===== config.mk =====
export PLATFORM = sky130hd
export DESIGN_NAME = ps2_scancode_decoder
export DESIGN_NICKNAME = d
export VERILOG_FILES = /design/src/rtl/ps2_scancode_decoder.sv
export SDC_FILE = /design/constraint.sdc
export NUM_CORES = 1
export LEC_CHECK = 0
export ABC_CLOCK_PERIOD_IN_PS = 2500
export CAP_MARGIN = 20
export CORE_MARGIN = 4
export CORE_UTILIZATION = 53
export DETAILED_ROUTE_END_ITERATION = 12
export HOLD_SLACK_MARGIN = 0.03
export PLACE_DENSITY = 0.76
export SETUP_SLACK_MARGIN = 0.2
export SLEW_MARGIN = 20
export SYNTH_ARGS = -nofsm -noshare
export SYNTH_HDL_FRONTEND = slang
export SYNTH_SLANG_ARGS = --single-unit
export TNS_END_PERCENT = 10

===== constraint.sdc =====
create_clock -name clk -period 2.5 [get_ports clk]
set_input_delay 0.25 -clock clk [delete_from_list [all_inputs] [get_ports clk]]
set_output_delay 0.25 -clock clk [all_outputs]
set_load 0.02 [all_outputs]

===== src/rtl/ps2_scancode_decoder.sv =====
// ---------------------------------------------------------------------------
// ps2_scancode_decoder
//
// Turns the set-2 scancode byte stream from the PS/2 byte receiver into
// single key events. E0 (extended), F0 (break) and E1 (pause) prefixes are
// folded into each event. Events are queued in a small FIFO with a
// valid/ready pop interface. Live modifier-key state is tracked alongside.
//
// Ports:
//   clk        system clock, all logic on the rising edge
//   reset      synchronous, active-high reset
//   rx_data    scancode byte from the receiver
//   rx_valid   one-cycle strobe qualifying rx_data
//   ev_code    key code of the event at the FIFO head
//   ev_ext     head event carried an E0 prefix
//   ev_break   head event is a release (F0)
//   ev_valid   FIFO not empty
//   ev_ready   consumer pop; an entry pops when ev_valid && ev_ready
//   mod_state  {ralt, lalt, rctrl, lctrl, rshift, lshift}, 1 = held
//   overflow   sticky: an event was dropped because the FIFO was full
// ---------------------------------------------------------------------------
module ps2_scancode_decoder #(
    parameter int FIFO_DEPTH     = 4,       // power of two, >= 2
    parameter int PREFIX_TIMEOUT = 100000   // cycles allowed between sequence bytes
) (
    input  logic       clk,
    input  logic       reset,
    input  logic [7:0] rx_data,
    input  logic       rx_valid,
    output logic [7:0] ev_code,
    output logic       ev_ext,
    output logic       ev_break,
    output logic       ev_valid,
    input  logic       ev_ready,
    output logic [5:0] mod_state,
    output logic       overflow
);

    localparam int AW = $clog2(FIFO_DEPTH);
    localparam int TW = $clog2(PREFIX_TIMEOUT);
    localparam logic [TW-1:0] TMO_LAST = TW'(PREFIX_TIMEOUT - 1);
    localparam logic [AW:0]   CNT_FULL = (AW + 1)'(FIFO_DEPTH);

    typedef struct packed {
        logic       ext;
        logic       brk;
        logic [7:0] code;
    } event_t;

    typedef enum logic [2:0] {
        IDLE,
        GOT_E0,
        GOT_F0,
        GOT_E0F0,
        PAUSE_SKIP
    } state_t;

    state_t          state, state_n;
    logic [2:0]      skip_cnt, skip_n;
    logic [TW-1:0]   tmo_cnt, tmo_n;
    logic [5:0]      mod_n;
    logic            emit;
    event_t          emit_ev;

    logic            is_noise, is_prefix;

    // Receiver/keyboard housekeeping bytes that never form key events.
    assign is_noise  = rx_data inside {8'h00, 8'hAA, 8'hEE, 8'hFA, 8'hFC, 8'hFE, 8'hFF};
    assign is_prefix = rx_data inside {8'hE0, 8'hF0, 8'hE1};

    // ------------------------------------------------------------------
    // Prefix FSM: next state, counters and decoded event
    // ------------------------------------------------------------------
    // NOTE: every output of this block gets a default first, so no path can
    // leave a signal unassigned and infer a latch.
    always_comb begin
        state_n = state;
        skip_n  = skip_cnt;
        tmo_n   = '0;
        emit    = 1'b0;
        emit_ev = '0;

        if (rx_valid) begin
            unique case (state)
                IDLE: begin
                    if (rx_data == 8'hE0) begin
                        state_n = GOT_E0;
                    end else if (rx_data == 8'hF0) begin
                        state_n = GOT_F0;
                    end else if (rx_data == 8'hE1) begin
                        state_n = PAUSE_SKIP;
                        skip_n  = 3'd7;   // E1 is followed by seven more bytes
                    end else if (!is_noise) begin
                        emit    = 1'b1;
                        emit_ev = '{ext: 1'b0, brk: 1'b0, code: rx_data};
                    end
                end
                GOT_E0: begin
                    if (rx_data == 8'hF0) begin
                        state_n = GOT_E0F0;
                    end else if (rx_data == 8'hE0) begin
                        state_n = GOT_E0;
                    end else begin
                        state_n = IDLE;
                        // E0 12 is the keyboard's fake shift; swallow it.
                        if (rx_data != 8'h12) begin
                            emit    = 1'b1;
                            emit_ev = '{ext: 1'b1, brk: 1'b0, code: rx_data};
                        end
                    end
                end
                GOT_F0: begin
                    state_n = IDLE;
                    if (!is_prefix) begin
                        emit    = 1'b1;
                        emit_ev = '{ext: 1'b0, brk: 1'b1, code: rx_data};
                    end
                end
                GOT_E0F0: begin
                    state_n = IDLE;
                    if (!is_prefix && rx_data != 8'h12) begin
                        emit    = 1'b1;
                        emit_ev = '{ext: 1'b1, brk: 1'b1, code: rx_data};
                    end
                end
                PAUSE_SKIP: begin
                    skip_n = skip_cnt - 3'd1;
                    if (skip_cnt == 3'd1) begin
                        state_n = IDLE;
                        emit    = 1'b1;
                        emit_ev = '{ext: 1'b1, brk: 1'b0, code: 8'h77};
                    end
                end
                default: state_n = IDLE;
            endcase
        end else if (state != IDLE) begin
            // Abandon a stalled multi-byte sequence without an event.
            if (tmo_cnt == TMO_LAST) begin
                state_n = IDLE;
            end else begin
                tmo_n = tmo_cnt + 1'b1;
            end
        end
    end

    // Modifier tracking follows every decoded event, even one the FIFO drops.
    always_comb begin
        mod_n = mod_state;
        if (emit) begin
            case ({emit_ev.ext, emit_ev.code})
                9'h012:  mod_n[0] = !emit_ev.brk;  // lshift
                9'h059:  mod_n[1] = !emit_ev.brk;  // rshift
                9'h014:  mod_n[2] = !emit_ev.brk;  // lctrl
                9'h114:  mod_n[3] = !emit_ev.brk;  // rctrl
                9'h011:  mod_n[4] = !emit_ev.brk;  // lalt
                9'h111:  mod_n[5] = !emit_ev.brk;  // ralt
                default: ;
            endcase
        end
    end

    // NOTE: sequential state uses non-blocking assignments so every register
    // samples pre-edge values regardless of block evaluation order.
    always_ff @(posedge clk) begin
        if (reset) begin
            state     <= IDLE;
            skip_cnt  <= '0;
            tmo_cnt   <= '0;
            mod_state <= '0;
        end else begin
            state     <= state_n;
            skip_cnt  <= skip_n;
            tmo_cnt   <= tmo_n;
            mod_state <= mod_n;
        end
    end

    // ------------------------------------------------------------------
    // Event FIFO
    // ------------------------------------------------------------------
    event_t          mem [FIFO_DEPTH];
    logic [AW-1:0]   wr_ptr, rd_ptr;
    logic [AW:0]     count;
    logic            full, pop, do_write;
    event_t          head;

    assign full     = (count == CNT_FULL);
    assign ev_valid = (count != '0);
    assign pop      = ev_valid && ev_ready;
    // A pop in the same cycle frees the slot, so a push while full still fits.
    assign do_write = emit && (!full || pop);

    always_ff @(posedge clk) begin
        if (reset) begin
            wr_ptr   <= '0;
            rd_ptr   <= '0;
            count    <= '0;
            overflow <= 1'b0;
        end else begin
            if (do_write) wr_ptr <= wr_ptr + 1'b1;
            if (pop)      rd_ptr <= rd_ptr + 1'b1;
            case ({do_write, pop})
                2'b10:   count <= count + 1'b1;
                2'b01:   count <= count - 1'b1;
                default: ;
            endcase
            if (emit && !do_write) overflow <= 1'b1;
        end
    end

    // NOTE: storage has no reset; the pointers and count define which entries
    // are live, and stale contents are masked off the head outputs.
    always_ff @(posedge clk) begin
        if (do_write) mem[wr_ptr] <= emit_ev;
    end

    // Head comes straight from storage, forced to zero while empty.
    assign head     = mem[rd_ptr];
    assign ev_code  = ev_valid ? head.code : 8'h00;
    assign ev_ext   = ev_valid && head.ext;
    assign ev_break = ev_valid && head.brk;

endmodule

== Word-level counts from Yosys, hierarchy flattened ==
Memory sizes are Yosys's and may differ from the RTL's. A register that Yosys moved wholly into a read port is not among the register bits.
Index checks and enable logic that the tools add are counted.

* Memories: 1
* Logic and storage cells: 125
* RAM bits: 40
* Bits in registers: 37
* Output and inout bits: 18
* Input port bits: 12

* Reduce and logical (&&, ||, !) cells: 30
* Eq/ne operators: 30
* Bitwise logic cells: 1
* Muxes and demuxes: 44
* Add/sub/neg operators: 6

{| class="wikitable"
|+ Memories
! name !! depth !! width !! rd ports !! clocked after memory_dff !! wr ports !! line !! text
|-
| mem || 4 || 10 || 1 || 1 || 1 || 181 || <nowiki>event_t mem [FIFO_DEPTH];</nowiki>
|}

{| class="wikitable"
|+ Operators by type and width
! cell !! number
|-
| == test 8 bit, second input constant || 9
|-
| two-way mux 10 bit || 6
|-
| one-hot mux 10 bit (5 select lines) || 1
|-
| two-way mux 8 bit || 5
|-
| two-way mux 3 bit || 10
|-
| == test 9 x 5 -> 1 bit, second input constant || 3
|-
| == test 9 bit, second input constant || 2
|-
| adder 17 x 1 -> 17 bit, second input constant || 1
|-
| == test 17 bit, second input constant || 1
|-
| two-way mux 1 bit || 14
|-
| one-hot mux 3 bit (2 select lines) || 2
|-
| AND reduction 2 bit || 6
|-
| == test 9 x 7 -> 1 bit, second input constant || 1
|-
| two-way mux 9 bit || 1
|-
| one-hot mux 3 bit (3 select lines) || 1
|-
| nonzero test 3 bit || 3
|-
| zero test 8 bit || 1
|-
| != test 8 x 5 -> 1 bit, second input constant || 1
|-
| nonzero test 2 bit || 4
|-
| nonzero test 7 bit || 1
|-
| == test 3 x 1 -> 1 bit, second input constant || 2
|-
| == test 3 x 2 -> 1 bit, second input constant || 2
|-
| == test 3 bit, second input constant || 2
|-
| logical AND 1 bit || 6
|-
| other kinds (17) || 26
|}

== Depth between registers and ports, before layout ==
* Word-level depth: 11
* Gate-level depth with buffers: 14
* Mapped depth without buffers: 12

== Least setup slack after synthesis ==
No wires, ideal clock.

* Path type: in2reg
* Start: in rx_data[0]
* End: reg count[2]
* Data required time: 2370 ps
* Slack: -243 ps
* Arrival time: 2613 ps
* Library setup time: 130 ps
* Buffers on the path: 3
* Cell stages on the path: 14
* Cells stage by stage: buf_4 nor4_1 and4_4 a2111o_1 buf_6 and3_4 a21o_1 buf_6 nand3_1 fa_1 nor3b_1 a31oi_1 o31a_1 nand4_1

* Cells in the longest elaborated chain, start to end: 11
* Elaborated cells between the ends (all ways): 31
* Those cells by class: 12 x eq/ne; 12 x mux; 7 x reduce/logical

{| class="wikitable"
|+ Ends and longest elaborated chain
! element !! line !! text
|-
| start: declaration || 28 || <nowiki>input logic [7:0] rx_data,</nowiki>
|-
| == test 8 bit / zero test 8 bit (equally long branches) || 68 || <nowiki>assign is_noise = rx_data inside {8'h00, 8'hAA, 8'hEE, 8'hFA, 8'hFC, 8'hFE, 8'hFF};</nowiki>
|-
| nonzero test 7 bit || 68 ||
|-
| two-way mux 1 bit || 93 || <nowiki>end else if (!is_noise) begin</nowiki>
|-
| two-way mux 1 bit || 90 || <nowiki>end else if (rx_data == 8'hE1) begin</nowiki>
|-
| two-way mux 1 bit || 88 || <nowiki>end else if (rx_data == 8'hF0) begin</nowiki>
|-
| two-way mux 1 bit || 86 || <nowiki>if (rx_data == 8'hE0) begin</nowiki>
|-
| one-hot mux 1 bit (5 select lines) (*) || 84 || <nowiki>unique case (state)</nowiki>
|-
| two-way mux 1 bit (*) || 83 || <nowiki>if (rx_valid) begin</nowiki>
|-
| logical AND 1 bit (*) || 191 || <nowiki>assign do_write = emit && (!full || pop);</nowiki>
|-
| == test 2 x 1 -> 1 bit / == test 2 bit (equally long branches) || 202 || <nowiki>case ({do_write, pop})</nowiki>
|-
| one-hot mux 3 bit (2 select lines) / nonzero test 2 bit (equally long branches) || -- ||
|-
| end signal: assignment || 203 || <nowiki>2'b10: count <= count + 1'b1;</nowiki>
|-
| end signal: assignment || 204 || <nowiki>2'b01: count <= count - 1'b1;</nowiki>
|-
| end: declaration || 183 || <nowiki>logic [AW:0] count;</nowiki>
|}

Every way passes the cells marked *; elsewhere a longest branch is shown, timed or not.
A chain may end at the register's enable or synchronous reset.

== Worst setup path in the final report ==
Same ends and word-level chain as after synthesis.

==> impl_metrics.ini <==
[sta]
fin_crit_sh = 0.950
finalSetupViolCount = 0
relSlewSlack = 0.620
clock.fmax_mhz = 421
period_needed_ns = 2.37
finClkSkew_ns = 0.0138
hold_viol = 0
worst_pin_slew_ns = 0.555
rsz0062_at_grt = yes
maxSlewViolCount = 0

[detailed_routing]
drt_iter0_markers = 277
routed_wl_mm = 9.37
vias = 3250
wl_per_cell_um = 16.9
routed_via_density = 5.85
drt.antenna.violating_nets = 0
first_pass_iters = 5
drc_errors = 0

[yosys]
synth_edf_count = 40
synthTopCellsByArea = edfxtp_1 (30%), dfxtp_1 (20%), mux4_2 (5.6%), nor2_1 (4.0%), xor2_1 (3.3%)
syn_area_per_cell_um2 = 10.7
ys_warn_count = 0
synth_top_area_frac = 0.301
yosysMostFrequentCell = nor2_1
synthCells = 371
yosysTopAreaCell = edfxtp_1
synth_commonest_cells = nor2_1 (42), edfxtp_1 (40), dfxtp_1 (39)
ys_types = 61
ys_seq_area_frac = 0.497
syn_area_um2 = 3990
synth_flop_cell = edfxtp_1
synthArstFlopShare = 0
ys_seq_elements = 79
syn-num-nets = 391

[grt]
gr-usage-all-layers = 0.220
antenna_found_initial = 0
grt_pass1_vias = 3204
grt_pass1_wl_mm = 15.1
grt_max_degree = 17
gr-total-overflow = 0

[floorplan]
dieArea_um2 = 8980
rows = 31
initial_core_util = 0.547
die_h_um = 94.7
fp.dieW_um = 94.7
coreArea_um2 = 7290
ioPinCount = 30

[clock_network]
clock-sinks = 79
cts_root_buf = clkbuf_8
path_clk_slew_ns = 0.08
ctsHoldBuffers = 0
cts_tree = built
numCtsBuffers = 9
clk_latency_ns = 0.35
h-tree-depth = 3
clock_path_buffers = 2

[setup_path]
critPathKind = input port to register
required_ns = 2.72
crit_buf_inv = 2
crit_path_max_fanout = 3
worst_path_max_delay_cell = fa_2
critPathCaptureType = register
worstPathArrival_ns = 2.60
critical_path.cell_chain = buf_8 -> buf_6 -> nor4_4 -> and4_4 -> a2111o_1 -> and3_4 -> a21o_1 -> nand3_2 -> fa_2 -> nor3b_2 -> a31oi_1 -> o31a_1 -> nand4_1
crit_family = simple AND/OR/NAND/NOR gates
cpPeakStageDelay_ns = 0.38
cp-start-kind = input port

[place]
dp.cells = 529
routabilityCongestion = 0.918
port_buffers = 29
hpwlAfterDp_mm = 6.70

[power]
p_leak_uw = 0.00192
p_per_area_nw_per_um2 = 624
ir_worst_vdd_v = 0.000510

[cells_and_area]
layout.cells.non_filler = 556
fin_nets = 472
diodes = 0
drive_gt1_frac = 0.276
fin_util = 0.700
area_growth_pct = 28.0
nFillCells = 554

[flow_run]
drv_cap = 0

[outcome]
status = complete, no violations

[hold_path]
hp-class = register to register
sequential cells by signal, indices dropped and copies added (netlist names), named ones only:
signal / flops
count: 3
mem: 40
mod_state: 6
overflow: 1
rd_ptr: 2
skip_cnt: 3
state: 3
tmo_cnt: 17
wr_ptr: 2
layout by cell type, fill, tap and decap left out, types with 12 or more instances in the layout:
cell              n
clkdlybuf4s50_1  20
nor2_1           41
and3_1           14
nand2_1          13
inv_1            14
nand3_1          19
nand4_1          12
edfxtp_1         40
dfxtp_1          35
buf_4            59
xor2_1           15
metrics by stage:
| step | hold WS (ns) | worst slack [ns] | total power [uW] | area, um^2 | TNS, ns |
|---|---|---|---|---|---|
| 5_1_grt | 0.514 | -0.0273 | 3320 | 5100 | -0.0273 |
| 2_1_floorplan | 0.432 | -0.0931 | 1910 | 4060 | -0.156 |
| 4_1_cts | 0.487 | 0.118 | 3190 | 4990 | 0 |
| 6_report | 0.480 | 0.126 | 3190 | 5100 | 0 |
| 3_5_place_dp | 0.467 | -0.533 | 2180 | 4740 | -20.38 |
| 3_3_place_gp | 0.454 | -0.460 | 2140 | 4740 | -14.69 |
worst register-to-register path, delay by kind of cell, from the launching register on:
kind                     cells  cell delay [ns]
AND/OR/NAND/NOR              7             0.99
AO/OA/AOI/OAI                3             0.54
flip-flops                   1             0.39
adder cells (fa/ha/maj)      1             0.21
buffers and inverters        1             0.10
routing by layer:
metal,vias to the layer above,GRT usage,part of all wire
met5,-,0,0
met4,0,0.0925,0.023
met3,23,0.0359,0.044
met2,95,0.390,0.52
met1,1585,0.263,0.41
li1,1547,-,-
report_power, final:
part           leakage [uW]  switching (uW)  internal (uW)  total (uW)
logic               0.00113             357            331         688
clock network      0.000104             469            560        1030
registers          0.000686            46.0           1420        1470
cell type report:
cell class              count  area (um^2)  share of cell area
well taps                  99          124              0.0243
multi-input cells         255         1950               0.383
repair buffers             92          768               0.151
flip-flops and latches     79         1990               0.390
inverters                  15         56.3              0.0110
clock inverters             6         85.1              0.0167
clock buffers              10          128              0.0250
path summary, 6_finish.rpt:
path / start / end / slack (ns) / cells past startpoint
worst max-delay path: rx_data[0] / count[2]$_SDFFE_PP0P_ / 0.13 / 13
worst min-delay path: overflow$_SDFFE_PP0P_ / overflow$_SDFFE_PP0P_ / 0.48 / 2
worst max register to register: state[2]$_SDFFE_PP0P_ / count[2]$_SDFFE_PP0P_ / 0.14 / 12
worst min register to register: overflow$_SDFFE_PP0P_ / overflow$_SDFFE_PP0P_ / 0.48 / 2
timing repair:
action | CTS | global route
setup buffers | 2 | 9
setup endpoints to repair | 65 | 73
gates resized for setup | 23 | 30
pin swaps | 6 | 12
cell families after synthesis:
| group | Yosys count | synth area share |
|---|---|---|
| AO/OA/AOI/OAI | 49 | 0.0926 |
| XOR/XNOR | 18 | 0.0395 |
| adder cells (fa/ha/maj) | 9 | 0.0298 |
| buffers and inverters | 37 | 0.0411 |
| flip-flops | 79 | 0.497 |
| multiplexers | 21 | 0.0844 |
| AND/OR/NAND/NOR | 158 | 0.216 |
(Power assumes the default switching activity.)
